[src/rtl/mul_div_unit_pkg.sv]
// Shared MDU/ALU definitions: flag bit positions, MDU op codes, MDU FSM states.
// Latency: n/a (declarations only).
// Backpressure: n/a.
package mul_div_unit_pkg;

    localparam int FLAG_C = 0;
    localparam int FLAG_Z = 1;
    localparam int FLAG_N = 2;
    localparam int FLAG_V = 3;

    typedef enum logic [2:0] {
        OP_MULU  = 3'd0,
        OP_MULHU = 3'd1,
        OP_MULS  = 3'd2,
        OP_MULHS = 3'd3,
        OP_DIVU  = 3'd4,
        OP_REMU  = 3'd5,
        OP_DIVS  = 3'd6,
        OP_REMS  = 3'd7
    } mdu_op_t;

    typedef enum logic [1:0] {
        ST_IDLE = 2'd0,
        ST_CALC = 2'd1,
        ST_FIX  = 2'd2,
        ST_DONE = 2'd3
    } mdu_state_t;

endpackage

[src/rtl/mul_div_unit.sv]
// Iterative multiply/divide, one result bit per clock, ALU-compatible flag word.
// Latency: WIDTH+2 cycles from accept to out_valid; divide-by-zero and MIN/-1 take 1 cycle.
// Backpressure: one op in flight; in_ready low until the result is taken; result held while out_ready low.
module mul_div_unit
    import mul_div_unit_pkg::*;
#(
    parameter int WIDTH = 32,
    localparam int CNT_W = $clog2(WIDTH + 1)
) (
    input  logic             clk,
    input  logic             rst_n,
    input  logic             in_valid,
    output logic             in_ready,
    input  logic [2:0]       op,
    input  logic [WIDTH-1:0] a,
    input  logic [WIDTH-1:0] b,
    input  logic [7:0]       flags_in,
    output logic             out_valid,
    input  logic             out_ready,
    output logic [WIDTH-1:0] result,
    output logic [7:0]       flags_out,
    output logic             busy
);

    localparam logic [WIDTH-1:0] MIN_VAL = {1'b1, {(WIDTH-1){1'b0}}};

    // Two's-complement negate, shared by operand magnitude and sign fix-up.
    function automatic logic [2*WIDTH-1:0] negate(input logic [2*WIDTH-1:0] x, input logic en);
        return en ? -x : x;
    endfunction

    function automatic logic [7:0] mk_flags(input logic [3:0] hi, input logic [WIDTH-1:0] r,
                                            input logic c, input logic v);
        logic [7:0] f;
        f = '0;
        f[7:4]    = hi;
        f[FLAG_C] = c;
        f[FLAG_Z] = (r == '0);
        f[FLAG_N] = r[WIDTH-1];
        f[FLAG_V] = v;
        return f;
    endfunction

    mdu_state_t        state, state_nxt;
    logic [CNT_W-1:0]  cnt;
    logic [2*WIDTH-1:0] acc;
    logic [WIDTH-1:0]  opnd_b;
    mdu_op_t           op_q;
    logic              res_neg, dvd_neg;
    logic [3:0]        flags_hi;
    logic [WIDTH-1:0]  result_q;
    logic [7:0]        flags_q;
    logic              out_valid_q;

    // Accept-side decode
    mdu_op_t          op_in;
    logic             in_signed, in_div, in_rem, a_neg, b_neg, div_zero, div_ovf, special, accept;
    logic [WIDTH-1:0] a_mag, b_mag, spec_res;
    logic             unused_flags;

    assign op_in     = mdu_op_t'(op);
    assign in_signed = (op_in == OP_MULS) || (op_in == OP_MULHS) || (op_in == OP_DIVS) || (op_in == OP_REMS);
    assign in_div    = (op_in == OP_DIVU) || (op_in == OP_REMU) || (op_in == OP_DIVS) || (op_in == OP_REMS);
    assign in_rem    = (op_in == OP_REMU) || (op_in == OP_REMS);
    assign a_neg     = in_signed & a[WIDTH-1];
    assign b_neg     = in_signed & b[WIDTH-1];
    assign a_mag     = WIDTH'(negate({{WIDTH{1'b0}}, a}, a_neg));
    assign b_mag     = WIDTH'(negate({{WIDTH{1'b0}}, b}, b_neg));
    assign div_zero  = in_div && (b == '0);
    assign div_ovf   = ((op_in == OP_DIVS) || (op_in == OP_REMS)) && (a == MIN_VAL) && (b == '1);
    assign special   = div_zero | div_ovf;
    assign spec_res  = div_zero ? (in_rem ? a : '1) : (in_rem ? '0 : MIN_VAL);
    assign accept    = (state == ST_IDLE) && in_valid;
    assign unused_flags = ^flags_in[3:0];

    // One shift-add (multiply) or restoring-subtract (divide) step
    logic             is_div_q, is_rem_q;
    logic [WIDTH:0]   mul_sum, rem_sh, rem_diff;
    logic [2*WIDTH-1:0] mul_next, div_next;

    assign is_div_q = (op_q == OP_DIVU) || (op_q == OP_REMU) || (op_q == OP_DIVS) || (op_q == OP_REMS);
    assign is_rem_q = (op_q == OP_REMU) || (op_q == OP_REMS);
    assign mul_sum  = {1'b0, acc[2*WIDTH-1:WIDTH]} + (acc[0] ? {1'b0, opnd_b} : '0);
    assign mul_next = {mul_sum, acc[WIDTH-1:1]};
    assign rem_sh   = {acc[2*WIDTH-1:WIDTH], acc[WIDTH-1]};
    assign rem_diff = rem_sh - {1'b0, opnd_b};
    assign div_next = rem_diff[WIDTH] ? {rem_sh[WIDTH-1:0], acc[WIDTH-2:0], 1'b0}
                                      : {rem_diff[WIDTH-1:0], acc[WIDTH-2:0], 1'b1};

    // Sign fix-up and overflow for the normal path; one negator serves all ops
    logic [2*WIDTH-1:0] fix_src, fix_val;
    logic               fix_en, fix_v;
    logic [WIDTH-1:0]   fix_res;

    // Select the value to sign-correct and derive result and V from it
    always_comb begin
        fix_src = acc;
        fix_en  = res_neg;
        if (is_div_q) begin
            fix_src = {{WIDTH{1'b0}}, (is_rem_q ? acc[2*WIDTH-1:WIDTH] : acc[WIDTH-1:0])};
            fix_en  = is_rem_q ? dvd_neg : res_neg;
        end
        fix_val = negate(fix_src, fix_en);
        fix_res = fix_val[WIDTH-1:0];
        fix_v   = 1'b0;
        case (op_q)
            OP_MULU:            fix_v   = |acc[2*WIDTH-1:WIDTH];
            OP_MULS:            fix_v   = (fix_val[2*WIDTH-1:WIDTH] != {WIDTH{fix_val[WIDTH-1]}});
            OP_MULHU, OP_MULHS: fix_res = fix_val[2*WIDTH-1:WIDTH];
            default:            ;
        endcase
    end

    // State register
    always_ff @(posedge clk or negedge rst_n) begin
        if (!rst_n) state <= ST_IDLE;
        else        state <= state_nxt;
    end

    // Next state and handshake outputs
    always_comb begin
        state_nxt = state;
        in_ready  = 1'b0;
        busy      = 1'b1;
        case (state)
            ST_IDLE: begin
                in_ready = 1'b1;
                busy     = 1'b0;
                if (in_valid) state_nxt = special ? ST_DONE : ST_CALC;
            end
            ST_CALC: if (cnt == CNT_W'(1)) state_nxt = ST_FIX;
            ST_FIX:  state_nxt = ST_DONE;
            ST_DONE: if (out_valid_q && out_ready) state_nxt = ST_IDLE;
            default: state_nxt = ST_IDLE;
        endcase
    end

    // Datapath: capture, iterate, fix up, and hold the registered result
    always_ff @(posedge clk or negedge rst_n) begin
        if (!rst_n) begin
            cnt         <= '0;
            acc         <= '0;
            opnd_b      <= '0;
            op_q        <= OP_MULU;
            res_neg     <= 1'b0;
            dvd_neg     <= 1'b0;
            flags_hi    <= '0;
            result_q    <= '0;
            flags_q     <= '0;
            out_valid_q <= 1'b0;
        end else begin
            // out_valid trails DONE entry by one register stage and drops on handshake
            out_valid_q <= (state == ST_DONE) && !(out_valid_q && out_ready);
            if (accept) begin
                op_q     <= op_in;
                flags_hi <= flags_in[7:4];
                res_neg  <= a_neg ^ b_neg;
                dvd_neg  <= a_neg;
                acc      <= {{WIDTH{1'b0}}, a_mag};
                opnd_b   <= b_mag;
                cnt      <= CNT_W'(WIDTH);
                if (special) begin
                    result_q <= spec_res;
                    flags_q  <= mk_flags(flags_in[7:4], spec_res, div_zero, div_ovf);
                end
            end else if (state == ST_CALC) begin
                acc <= is_div_q ? div_next : mul_next;
                cnt <= cnt - CNT_W'(1);
            end else if (state == ST_FIX) begin
                result_q <= fix_res;
                flags_q  <= mk_flags(flags_hi, fix_res, 1'b0, fix_v);
            end
        end
    end

    assign out_valid = out_valid_q;
    assign result    = result_q;
    assign flags_out = flags_q;

endmodule

[config.mk]
export PLATFORM = sky130hd
export DESIGN_NAME = mul_div_unit
export DESIGN_NICKNAME = d
export VERILOG_FILES = /design/src/rtl/mul_div_unit_pkg.sv /design/src/rtl/mul_div_unit.sv
export SDC_FILE = /design/constraint.sdc
export NUM_CORES = 1
export LEC_CHECK = 0
export BUFFER_PORTS_ARGS = -buffer_cell sky130_fd_sc_hd__buf_2
export CAP_MARGIN = 20
export CORE_UTILIZATION = 35
export DETAILED_ROUTE_END_ITERATION = 8
export PLACE_DENSITY = 0.56
export SKIP_LAST_GASP = 1
export SLEW_MARGIN = 0
export SYNTH_ARGS = -nofsm -noshare
export SYNTH_HDL_FRONTEND = slang
export SYNTH_SLANG_ARGS = --single-unit
[constraint.sdc]
create_clock -name clk -period 10.6 [get_ports clk]
set_input_delay 0.53 -clock clk [delete_from_list [all_inputs] [get_ports clk]]
set_output_delay 0.53 -clock clk [all_outputs]
set_load 0.005 [all_outputs]
Word-level counts from Yosys, hierarchy flattened
Index checks and enable logic that the tools add are counted.

Output and inout bits: 43. Word-level logic and storage cells: 110. Bits of input ports: 79. Flip-flop bits (word level): 154.

Equality and inequality tests: 25. Add/subtract/negate cells: 6. Bitwise logic cells: 4. Mux-type cells: 34. Reductions and logical operators: 30.

Operator list (number): 32-bit two-way mux (12); 64-bit two-way mux (6); 32-bit zero test (3); 32-bit equality test, second input constant (2); 32-bit negator (2); 64-bit negator (1); 32-bit by 32-bit adder with 33-bit output (1); 33-bit by 32-bit subtractor with 33-bit output (1); 8-bit two-way mux (4); 32-bit inequality test (1); 32-bit OR reduction (1); 3-bit equality test, second input constant (8); 3-bit by 2-bit equality test with 1-bit output, second input constant (4); 1-bit logical OR (12); 6-bit two-way mux (2); 2-bit inequality test, second input constant (5); 2-bit two-way mux (4); 2-bit case mux with 4 select lines (1); 6-bit by 1-bit equality test with 1-bit output, second input constant (1); 1-bit logical AND (6); 3-bit AND reduction (2); 6-bit by 1-bit subtractor with 6-bit output, second input constant (1); 2-bit equality test, second input constant (2); 1-bit two-way mux (4); 11 further kinds (13).

Longest topological paths before layout
Depth in word-level cells: 12. Depth in mapped cells: 16. Depth with buffers taken out: 14.

Worst setup path before layout
OpenSTA, ideal clock, no wires.

Kind: reg2reg. Start point: register acc[47]. End point: register flags_q[1] (netlist: flags_out[1]). Stages on the path, launching flop included: 12. Slack: 6.936 ns. Setup time: 0.092 ns. Arrival time: 3.572 ns. Data required time: 10.508 ns. Period minus slack after synthesis: 3.664 ns. Buffers on the path: 1. Cells stage by stage: dfrtp_1 clkbuf_1 or4bb_1 a221oi_2 o2111ai_2 o41ai_4 mux2_2 a2111o_1 a221o_1 nor4_1 nand4_1 o31ai_2.

Longest elaborated chain between the ends: 9.

RTL lines: start, declared (line mul_div_unit.sv:46) `logic [2*WIDTH-1:0] acc;`; start signal, assigned (line mul_div_unit.sv:159) `acc <= {{WIDTH{1'b0}}, a_mag};`; start signal, assigned (line mul_div_unit.sv:167) `acc <= is_div_q ? div_next : mul_next;`; 32-bit two-way mux (line mul_div_unit.sv:100) `fix_src = {{WIDTH{1'b0}}, (is_rem_q ? acc[2*WIDTH-1:WIDTH] : acc[WIDTH-1:0])};`; 64-bit two-way mux (*) (line mul_div_unit.sv:99) `if (is_div_q) begin`; 64-bit negator (line mul_div_unit.sv:29) `return en ? -x : x;`; 64-bit two-way mux (*) (line mul_div_unit.sv:29); 32-bit two-way mux (*) (line mul_div_unit.sv:106) `case (op_q)`; 32-bit zero test (*) (line mul_div_unit.sv:38) `f[FLAG_Z] = (r == '0);`; 8-bit two-way mux (*) (line mul_div_unit.sv:169) `end else if (state == ST_FIX) begin`; 8-bit two-way mux (*) (line mul_div_unit.sv:166) `end else if (state == ST_CALC) begin`; 8-bit two-way mux (*) (line mul_div_unit.sv:154) `if (accept) begin`; end signal, assigned (line mul_div_unit.sv:164) `flags_q <= mk_flags(flags_in[7:4], spec_res, div_zero, div_ovf);`; end signal, assigned (line mul_div_unit.sv:171) `flags_q <= mk_flags(flags_hi, fix_res, 1'b0, fix_v);`; end, declared (line mul_div_unit.sv:52) `logic [7:0] flags_q;`.

Every way passes the cells marked *; elsewhere a longest branch is shown, timed or not. The select of a mux whose other input is x is not followed. A chain may end at the register's enable or synchronous reset.

Worst setup path in the final report
Start point: register op_q[2]. End point: register flags_q[3] (netlist: flags_out[3]).

Longest elaborated chain between the ends: 12. Elaborated cells between the ends (all ways): 21. Those cells by class: add/sub: 1; eq/ne: 6; mux: 9; reduce/logical: 5.

RTL lines: start, declared (line mul_div_unit.sv:48) `mdu_op_t op_q;`; start signal, assigned (line mul_div_unit.sv:155) `op_q <= op_in;`; 3-bit equality test (on tied branches) (line mul_div_unit.sv:81, mul_div_unit.sv:82); 1-bit logical OR (3 in a row) (line mul_div_unit.sv:81) `assign is_div_q = (op_q == OP_DIVU) || (op_q == OP_REMU) || (op_q == OP_DIVS) || (op_q == OP_REMS);`; 64-bit two-way mux (line mul_div_unit.sv:99); 64-bit negator (line mul_div_unit.sv:29); 64-bit two-way mux (line mul_div_unit.sv:29); 32-bit inequality test (line mul_div_unit.sv:108) `OP_MULS: fix_v = (fix_val[2*WIDTH-1:WIDTH] != {WIDTH{fix_val[WIDTH-1]}});`; 1-bit case mux with 2 select lines (*) (line mul_div_unit.sv:106); 8-bit two-way mux (*) (line mul_div_unit.sv:169); 8-bit two-way mux (*) (line mul_div_unit.sv:166); 8-bit two-way mux (*) (line mul_div_unit.sv:154).

Marks and branches as above.

==> reports/metrics.json <==
{
  "run_status": "completed",
  "syn_inst": 2195,
  "clockRootBuffer": "clkbuf_16",
  "rsz_0062_raised_after_global_routing": "no",
  "cts_tree": "done",
  "crit_required_ns": 10.91,
  "multi_input_comb_area_sq_um": 11900,
  "seqCellArea_sq_um": 3830,
  "vias_per_cell": 6.25,
  "setup_viol_count_final": 0,
  "clkTransAtPathRegs_ns": 0.09,
  "postLayoutSetupSlackWorst_ns": 4.69,
  "fmax_mhz": 169,
  "crit_family": "compound AO/OA/AOI/OAI gates",
  "crit_end": "flags_out[3]$_DFFE_PN0P_",
  "worst_clock_skew_ns": 0.0196,
  "netlist_area_sq_um": 16700,
  "min_period_ns": 5.91,
  "final_antenna_net_count": 0,
  "timing.critical_path.slowest_cell_delay_ns": 0.88,
  "insertion_delay_ns": 0.47,
  "path_buf_inv": 2,
  "area.growth.synth_to_final_pct": 10.2,
  "crit_type": "flip-flop to flip-flop",
  "startpoint_type": "flip-flop",
  "maxCapViolCount": 0,
  "power_per_cell_area_nw_per_um2": 372,
  "route.vias.total": 17734,
  "ff2ff_path_depth": 11,
  "first_global_vias": 16629,
  "n_fill_cell": 4898,
  "worst_r2r_startpoint": "op_q[2]$_DFFE_PN0P_",
  "dieArea_sq_um": 48500,
  "cts-hold-fix-buffers": 1,
  "layout-drive-gt1-share": 0.117,
  "htree_levels": 4,
  "number_of_enable_flip_flop_cells_after_synthesis": 0,
  "path_cells": "buf_4 -> buf_4 -> and4bb_2 -> o221ai_1 -> nor2_2 -> nand3_2 -> o31ai_1 -> xnor2_1 -> o41a_1 -> o41ai_1 -> a31oi_1",
  "synthArstFlopShare": 1.00,
  "worst_hold_startpoint": "flags_in[5]",
  "reg2reg_setup_slack_ns": 4.69,
  "starting_density_of_the_core": 0.356,
  "fin_util": 0.393,
  "yosysWarningCount": 0,
  "post-place-ws_ns": 4.89,
  "placement_rows": 79,
  "die_y_um": 220,
  "gp_congestion": 1.01,
  "grt_max_degree": 89,
  "ctsLongestPathBuffers": 2,
  "post_cts_resized": 0,
  "final.setup.tns_ns": 0,
  "timing.final.max_slew_violations": 0,
  "most-common-layout-cells": "nand2_1 (236), o21ai_0 (227), dfrtp_1 (151)",
  "critical_path_depth": 11,
  "gr-total-overflow": 0,
  "worstMarginPinSlew_ns": 1.00,
  "boundaryPins": 122,
  "cp_common_cell": "buf_4",
  "number_of_distinct_library_cell_variants_in_the_gate_level_netlist_after_synthesis": 92,
  "drtPass1Iterations": 6,
  "port-buffer-count": 117,
  "synthesis.area_per_instance_sq_um": 7.59,
  "post_drt_wl_per_cell_um": 23.8,
  "tritoncts.num_buffers": 17,
  "r2r-end": "flags_out[3]$_DFFE_PN0P_",
  "clock-sinks": 153,
  "place_hpwl_um": 50800,
  "cts_post_setup_buffers_inserted": 0,
  "final_min_period_over_clock_period": 0.558,
  "yosysSeqAreaShare": 0.230,
  "globalRouteTotalUtil": 0.279,
  "fp.coreArea_sq_um": 46800,
  "final_common_cell": "nand2_1",
  "drt_drc_violations_left": 0,
  "wire_length_of_the_first_global_routing_pass_um": 102000,
  "report.final.hold_viol_count": 0,
  "postSynthNetCount": 2349,
  "power.static_leakage_nw": 7.73,
  "worstPathArrival_ns": 6.22,
  "drtIter0Drc": 1985,
  "fin_nets": 2371,
  "critical_path.slowest_cell": "o41ai_1",
  "timing.hold.worst.class": "primary input to flip-flop",
  "worstSetupStartpoint": "op_q[2]$_DFFE_PN0P_",
  "number_of_antenna_violations_at_the_first_check_in_global_routing": 1,
  "synth-main-ff-cell": "dfrtp_1",
  "finalHoldWorstSlack_ns": 0.281,
  "vdd.ir_drop.worst_mv": 0.239,
  "wl_um": 67500,
  "die_width_um": 220,
  "worst_slew_margin_rel": 0.323,
  "critPathMaxFanout": 68,
  "ys_ff_latch": 153,
  "setup.worst_path.end_class": "flip-flop"
}
layer usage:
layer	global-route usage	up-vias	wire [um]	share of wire
li1	-	8174	-	-
met1	0.384	8608	29800	0.44
met2	0.421	806	29400	0.44
met3	0.0565	146	5560	0.082
met4	0.118	0	2660	0.039
met5	0	-	0	0
through the flow:
step	total power [mW]	instances	cell area [sq um]
after detailed placement	6.08	2804	17800
after floorplan	4.58	2195	16700
after global placement	6.02	2803	17800
final	6.84	2838	18400
after global routing	7.34	2838	18400
after CTS	6.73	2837	18400
layout make-up:
cell class / count / area share
multi-input combinational: 1805 / 0.651
tap: 607 / 0.0414
clock buffer: 18 / 0.0234
sequential: 153 / 0.209
timing repair buffer: 165 / 0.0519
clock inverter: 14 / 0.00825
inverter: 75 / 0.0153
antenna: 1 / 0.000136
how the worst min path moves through the flow:
stage               slack, ns  cells past startpoint                 endpoint
global route             0.27                      3  flags_hi[1]$_DFFE_PN0P_
global placement         0.45                      2  flags_hi[3]$_DFFE_PN0P_
detailed placement       0.46                      2  flags_hi[3]$_DFFE_PN0P_
floorplan                0.23                      0       acc[0]$_DFFE_PN0P_
finish                   0.28                      3  flags_hi[1]$_DFFE_PN0P_
CTS                      0.26                      3  flags_hi[1]$_DFFE_PN0P_
Yosys cell counts, types with 24 or more instances:
cell      count  area, sq um
o21ai_0     227         1140
dfrtp_1     153         3830
o211ai_1     60          450
nand3_1      47          235
a21oi_1     124          621
a21o_1       41          308
mux2i_1      74          741
inv_1        75          282
nand2_1     237          890
a211oi_1     27          203
a31oi_1      41          257
nand4_1      44          275
xor2_1       70          613
nor2_1      150          563
nor3_1       47          235
ha_1         73          913
and2_1       49          307
clkbuf_1    120          450
nor4_1       32          200
xnor2_1     103          902
buf_1        24         90.1
logic make-up (layout without fill, tap and decap cells):
| kind of cell | Yosys count | after routing | share of synthesized area |
|---|---|---|---|
| AOI/OAI and AO/OA | 729 | 729 | 0.289 |
| other | 0 | 1 | 0 |
| and+or+nand+nor | 739 | 739 | 0.221 |
| xor gates and xnor gates | 173 | 173 | 0.0910 |
| adders and majority gates | 75 | 75 | 0.0573 |
| muxes | 89 | 89 | 0.0546 |
| DFF | 153 | 153 | 0.230 |
| buffers and inverters | 237 | 272 | 0.0566 |
report_power, final:
group	total [mW]	internal [mW]	switching, mW
Combinational	4.87	1.85	3.02
Clock	0.635	0.334	0.302
Sequential	1.33	0.862	0.467
Total	6.84	3.05	3.79
sequential cells by signal (all words and copies together) (netlist names), 2 cells and up:
name,count
acc,64
opnd_b,32
cnt,6
state,2
flags_out,8
flags_hi,4
op_q,3
result,31
tightest hold or removal path, cell delays in order:
cell	delay, ns
buf_2	0.07
nand2_1	0.04
nand2_1	0.06
Note: power is estimated with default switching activity, not from simulation.
